**src/rtl/uart_boot_loader.sv**
```systemverilog
// Boot sequencer: holds the core in reset, loads a checksummed UART frame into
// instruction memory word by word, then releases the core.
module uart_boot_loader #(
   parameter int unsigned ADDR_W         = 8,
   parameter int unsigned MAX_WORDS      = 256,
   parameter logic [7:0]  MAGIC          = 8'hA5,
   parameter int unsigned TIMEOUT_CYCLES = 1000000
) (
   input  logic              i_clk,
   input  logic              i_reset,
   input  logic              i_rx_valid,
   input  logic [7:0]        i_rx_data,
   input  logic              i_run_req,
   output logic              o_imem_we,
   output logic [ADDR_W-1:0] o_imem_addr,
   output logic [31:0]       o_imem_wdata,
   output logic              o_cpu_reset,
   output logic              o_busy,
   output logic              o_err,
   output logic              o_done
);

   typedef enum logic [2:0] {
      StIdle, StLenLo, StLenHi, StData, StCsum, StRun, StErr
   } state_e;

   localparam logic [23:0] TMO_MAX   = 24'(TIMEOUT_CYCLES - 1);
   localparam logic [16:0] MAX_LEN17 = 17'(MAX_WORDS);

   state_e              r_state, w_state_d;
   logic [7:0]          r_len_lo, w_len_lo_d;
   logic [15:0]         r_len, w_len_d;
   logic [7:0]          r_csum, w_csum_d;
   logic [15:0]         r_widx, w_widx_d;
   logic [1:0]          r_bidx, w_bidx_d;
   logic [23:0]         r_asm, w_asm_d;
   logic [23:0]         r_tmo, w_tmo_d;
   logic                r_imem_we, w_imem_we_d;
   logic [ADDR_W-1:0]   r_imem_addr, w_imem_addr_d;
   logic [31:0]         r_imem_wdata, w_imem_wdata_d;
   logic                r_cpu_reset, w_cpu_reset_d;
   logic                r_busy, w_busy_d;
   logic                r_err, w_err_d;
   logic                r_done, w_done_d;

   logic                w_start;
   logic                w_in_frame;
   logic [15:0]         w_len_rx;

   assign w_start    = i_rx_valid && (i_rx_data == MAGIC);
   assign w_in_frame = (r_state == StLenLo) || (r_state == StLenHi) ||
                       (r_state == StData)  || (r_state == StCsum);
   assign w_len_rx   = {i_rx_data, r_len_lo};

   always_ff @(posedge i_clk or posedge i_reset) begin
      if (i_reset) begin
         r_state      <= StIdle;
         r_len_lo     <= '0;
         r_len        <= '0;
         r_csum       <= '0;
         r_widx       <= '0;
         r_bidx       <= '0;
         r_asm        <= '0;
         r_tmo        <= '0;
         r_imem_we    <= 1'b0;
         r_imem_addr  <= '0;
         r_imem_wdata <= '0;
         r_cpu_reset  <= 1'b1;
         r_busy       <= 1'b0;
         r_err        <= 1'b0;
         r_done       <= 1'b0;
      end else begin
         r_state      <= w_state_d;
         r_len_lo     <= w_len_lo_d;
         r_len        <= w_len_d;
         r_csum       <= w_csum_d;
         r_widx       <= w_widx_d;
         r_bidx       <= w_bidx_d;
         r_asm        <= w_asm_d;
         r_tmo        <= w_tmo_d;
         r_imem_we    <= w_imem_we_d;
         r_imem_addr  <= w_imem_addr_d;
         r_imem_wdata <= w_imem_wdata_d;
         r_cpu_reset  <= w_cpu_reset_d;
         r_busy       <= w_busy_d;
         r_err        <= w_err_d;
         r_done       <= w_done_d;
      end
   end

   always_comb begin
      w_state_d      = r_state;
      w_len_lo_d     = r_len_lo;
      w_len_d        = r_len;
      w_csum_d       = r_csum;
      w_widx_d       = r_widx;
      w_bidx_d       = r_bidx;
      w_asm_d        = r_asm;
      w_tmo_d        = r_tmo;
      w_imem_we_d    = 1'b0;
      w_imem_addr_d  = r_imem_addr;
      w_imem_wdata_d = r_imem_wdata;
      w_cpu_reset_d  = r_cpu_reset;
      w_busy_d       = r_busy;
      w_err_d        = r_err;
      w_done_d       = r_done;

      unique case (r_state)
         StIdle, StRun: begin
            if (w_start) begin
               w_state_d     = StLenLo;
               w_busy_d      = 1'b1;
               w_cpu_reset_d = 1'b1;
               w_err_d       = 1'b0;
               w_done_d      = 1'b0;
               w_csum_d      = '0;
               w_widx_d      = '0;
               w_bidx_d      = '0;
               w_tmo_d       = '0;
            end else if ((r_state == StIdle) && i_run_req) begin
               w_state_d     = StRun;
               w_cpu_reset_d = 1'b0;
            end
         end
         StLenLo: begin
            if (i_rx_valid) begin
               w_len_lo_d = i_rx_data;
               w_csum_d   = r_csum ^ i_rx_data;
               w_state_d  = StLenHi;
            end
         end
         StLenHi: begin
            if (i_rx_valid) begin
               w_len_d  = w_len_rx;
               w_csum_d = r_csum ^ i_rx_data;
               if ({1'b0, w_len_rx} > MAX_LEN17) begin
                  w_state_d = StErr;
                  w_err_d   = 1'b1;
                  w_busy_d  = 1'b0;
               end else if (w_len_rx == 16'd0) begin
                  w_state_d = StCsum;
               end else begin
                  w_state_d = StData;
               end
            end
         end
         StData: begin
            if (i_rx_valid) begin
               w_csum_d = r_csum ^ i_rx_data;
               w_asm_d  = {i_rx_data, r_asm[23:8]};
               w_bidx_d = r_bidx + 2'd1;
               // Write word is latched separately so the assembly register can
               // take the next byte in the same cycle the write goes out.
               if (r_bidx == 2'd3) begin
                  w_imem_we_d    = 1'b1;
                  w_imem_addr_d  = r_widx[ADDR_W-1:0];
                  w_imem_wdata_d = {i_rx_data, r_asm};
                  w_widx_d       = r_widx + 16'd1;
                  if (r_widx == r_len - 16'd1) begin
                     w_state_d = StCsum;
                  end
               end
            end
         end
         StCsum: begin
            if (i_rx_valid) begin
               if (i_rx_data == r_csum) begin
                  w_state_d     = StRun;
                  w_done_d      = 1'b1;
                  w_busy_d      = 1'b0;
                  w_cpu_reset_d = 1'b0;
               end else begin
                  w_state_d = StErr;
                  w_err_d   = 1'b1;
                  w_busy_d  = 1'b0;
               end
            end
         end
         StErr: begin
            w_state_d = StIdle;
         end
         default: begin
            w_state_d = StIdle;
         end
      endcase

      // Inter-byte watchdog; a byte arriving on the expiry cycle takes priority.
      if (w_in_frame) begin
         if (i_rx_valid) begin
            w_tmo_d = '0;
         end else if (r_tmo == TMO_MAX) begin
            w_state_d = StErr;
            w_err_d   = 1'b1;
            w_busy_d  = 1'b0;
            w_tmo_d   = '0;
         end else begin
            w_tmo_d = r_tmo + 24'd1;
         end
      end
   end

   assign o_imem_we    = r_imem_we;
   assign o_imem_addr  = r_imem_addr;
   assign o_imem_wdata = r_imem_wdata;
   assign o_cpu_reset  = r_cpu_reset;
   assign o_busy       = r_busy;
   assign o_err        = r_err;
   assign o_done       = r_done;

endmodule
```
**config.mk**
```make
export PLATFORM = sky130hd
export DESIGN_NAME = uart_boot_loader
export DESIGN_NICKNAME = d
export VERILOG_FILES = /design/src/rtl/uart_boot_loader.sv
export SDC_FILE = /design/constraint.sdc
export NUM_CORES = 1
export LEC_CHECK = 0
export CAP_MARGIN = 20
export CORE_MARGIN = 2
export CORE_UTILIZATION = 45
export DETAILED_ROUTE_END_ITERATION = 7
export HOLD_SLACK_MARGIN = 0.03
export PLACE_DENSITY_LB_ADDON = 0.05
export RECOVER_POWER = 100
export SYNTH_ARGS = -nofsm -noshare
export SYNTH_HDL_FRONTEND = slang
export SYNTH_SLANG_ARGS = --single-unit
```
**constraint.sdc**
```tcl
create_clock -name i_clk -period 11.2 [get_ports i_clk]
set_input_delay 2.8 -clock i_clk [delete_from_list [all_inputs] [get_ports i_clk]]
set_output_delay 2.8 -clock i_clk [all_outputs]
set_load 0.1 [all_outputs]
```
==> impl_metrics.env <==
export IMPL_critPathSlowestCell="clkbuf_1"
export IMPL_cts_tree="yes"
export IMPL_skew_ps=9.29
export IMPL_cap_violations=3
export IMPL_num_fill_cells=1460
export IMPL_hold_class="reg2reg"
export IMPL_io_buffer_count=56
export IMPL_layout_commonest_cell="nand2_1"
export IMPL_fin_nets=825
export IMPL_violations="capacitance limit, slew limit"
export IMPL_path_max_fanout=41
export IMPL_drive_above_1_share_pct=8.88
export IMPL_layout_cells_non_filler=1038
export IMPL_synth_seq_cells=146
export IMPL_grt_max_degree=80
export IMPL_max_slew_worst_pin_slew_ps=2960
export IMPL_die_w_microns=130
export IMPL_synth_main_ff_cell="dfrtp_1"
export IMPL_timing_final_ws_setup_ps=3880
export IMPL_slew_viol_final=121
export IMPL_fin_crit_ps=7320
export IMPL_critPathRequiredTime_ps=11500
export IMPL_hold_violations=0
export IMPL_yosysUniqueCellTypes=65
export IMPL_max_stage_delay_ps=1420
export IMPL_areaGrowthSynthToFinish_pct=17.6
export IMPL_die_h_microns=130
export IMPL_via_per_inst=5.50
export IMPL_io_pins=57
export IMPL_synth_fp_nets=779
export IMPL_netSwitchingPower_mw=0.599
export IMPL_grt_pass1_wl_microns=27700
export IMPL_fmax_ghz=0.137
export IMPL_setup_tns_ps=0
export IMPL_p_seq_share_pct=43.1
export IMPL_antenna_found_initial=0
export IMPL_htree_levels=4
export IMPL_p_int_mw=1.13
export IMPL_syn_cell_area_sq_um=7190
export IMPL_p_clk_share_pct=32.4
export IMPL_powerDensity_nw_per_um2=204
export IMPL_combPwrFrac_pct=24.5
export IMPL_clockBufferDepth=2
export IMPL_p_leak_nw=3.91
export IMPL_cp_top_family="buffers and inverters"
export IMPL_p_sw_share_pct=34.8
export IMPL_pre_cts_ws_ps=5480
export IMPL_post_cts_buffers=0
export IMPL_gp_congestion=0.857
export IMPL_final_util_pct=53.7
export IMPL_vias=5705
export IMPL_dr_pass1_iters=5
export IMPL_rsz0062_at_grt="no"
export IMPL_clk_pin_slew_ps=60
export IMPL_path_cells="dlygate4sd3_1, nand2_1, nor3_1, clkbuf_1, nand2_1, clkbuf_1, inv_1, mux2_2"
export IMPL_syn_area_per_cell_sq_um=9.43
export IMPL_rows=46
export IMPL_drt_total_wl_microns=16800
export IMPL_start_util_pct=45.6
export IMPL_core_sq_um=15800
export IMPL_multi_input_area_sq_um=3290
export IMPL_async_flop_share_pct=100
export IMPL_ff_latch_area_sq_um=3650
export IMPL_postCtsHoldBufs=0
export IMPL_root_buffer="clkbuf_16"
export IMPL_crit_arrival_ps=7620
export IMPL_path_buf_inv=4
export IMPL_gr_total_overflow=0
export IMPL_critPathLaunchType="input port"
export IMPL_hpwl_microns=11500
export IMPL_diodes=0
export IMPL_mostFrequentLayoutCells="nand2_1 (180), dfrtp_1 (145), nor2_1 (57), o21ai_0 (52), dlygate4sd3_1 (48)"
export IMPL_clk_latency_ps=420
export IMPL_dpl_cell_area_sq_um=7920
export IMPL_dp_cells=1004
export IMPL_synthCells=763
export IMPL_outcome="finished, violations left"
export IMPL_final_area_sq_um=8460
export IMPL_wl_per_cell_microns=16.2
export IMPL_track_usage_pct=21.1
export IMPL_dieArea_sq_um=17000
export IMPL_slew_limit_headroom_pct=-98.4
export IMPL_drc_errors=0
export IMPL_cts_made_buffers=17
export IMPL_vdd_drop_max_uv=115
export IMPL_drtIter0Drc=353
export IMPL_synth_edff_count=0
export IMPL_finalSetupViolations=0
export IMPL_seq_area_frac_synth_pct=50.8
export IMPL_critPathCaptureType="register"
export IMPL_yosys_warnings=0
export IMPL_cts_resized=0
export IMPL_critPathKind="in2reg"
export IMPL_grt_pass1_vias=5254
export IMPL_finalCritPeriodShare_pct=65.4
export IMPL_r2r_slack_ps=6460
export IMPL_antenna_left=0
export IMPL_clock_sinks=146
worst paths after layout:
path                                 startpoint                to  depth (start not counted)
worst max-delay path                 i_rx_valid    o_imem_addr[7]                          8
worst min-delay path            o_imem_wdata[9]   o_imem_wdata[9]                          2
worst max register to register       r_state[0]    o_imem_addr[7]                          7
worst min register to register  o_imem_wdata[9]   o_imem_wdata[9]                          2
max in group asynchronous               i_reset         r_len[14]                          4
min in group asynchronous               i_reset  o_imem_wdata[25]                          2
synthesized netlist by cell type (all sizes together) (9+ instances only):
master | count | share of area [%]
nand2 | 180 | 9.4
dfrtp | 145 | 50
nor2 | 57 | 3.0
o21ai | 54 | 3.9
mux2 | 34 | 5.3
xnor2 | 30 | 3.7
nand3 | 27 | 1.9
clkbuf | 23 | 1.2
nor3 | 19 | 1.5
a21oi | 18 | 1.3
xor2 | 17 | 2.1
inv | 16 | 0.83
nand4 | 16 | 1.4
nor4 | 15 | 1.7
buf | 13 | 0.92
and4 | 10 | 1.2
or3 | 10 | 0.94
and3 | 9 | 0.78
cell type report:
class                           count  area share (%)
Inverter                           16           0.725
Clock inverter                     13            1.73
Tap cell                          216            3.19
Timing Repair Buffer               63            7.22
Clock buffer                       19            5.12
Sequential cell                   146            43.2
Multi-Input combinational cell    565            38.8
metal layers:
metal | routed length, microns | part of all wire (%) | track usage [%] | vias to the layer above
li1 | - | - | - | 2746
met1 | 8080 | 48 | 29.7 | 2780
met2 | 7730 | 46 | 32.5 | 155
met3 | 646 | 3.8 | 3.75 | 24
met4 | 376 | 2.2 | 8.70 | 0
met5 | 0 | 0 | 0 | -
state kept, by name (all words and copies together), names as in the netlist, 3 cells and up:
register	cells
r_widx	16
r_state	3
r_tmo	24
r_asm	24
r_len_lo	8
r_csum	8
o_imem_addr	8
o_imem_wdata	32
r_len	16
kinds of logic (layout without fill, tap and decap cells):
logic type                 count (synthesis)  after routing  synth area share, %
and+or+nand+nor                          371            371                 24.9
DFF                                      146            146                 50.8
AOI/OAI and AO/OA                        108            108                 9.50
buffers and inverters                     52            111                 2.96
xor gates and xnor gates                  47             47                 5.72
muxes                                     35             35                 5.46
adders and majority gates                  4              4                0.696
metrics by stage:
| step | hold WS [ps] | total power [mW] |
|---|---|---|
| 4_1_cts | 472 | 1.75 |
| 5_1_grt | 493 | 1.83 |
| 3_3_place_gp | 453 | 1.17 |
| 6_report | 465 | 1.72 |
| 2_1_floorplan | 439 | 1.06 |
| 3_5_place_dp | 452 | 1.18 |
tightest hold or removal path, delay by kind of cell (launching register included):
kind	cells	cell delay (ps)
DFF	1	340
and+or+nand+nor	2	100
power groups by stage:
stage / Sequential, mW / Clock (mW) / Combinational [mW]
final: 0.743 / 0.559 / 0.423
after global routing: 0.759 / 0.595 / 0.476
after CTS: 0.745 / 0.570 / 0.430
after detailed placement: 0.753 / 0 / 0.428
after global placement: 0.750 / 0 / 0.421
after floorplan: 0.711 / 0 / 0.354
Note: power is estimated with default switching activity, not from simulation.
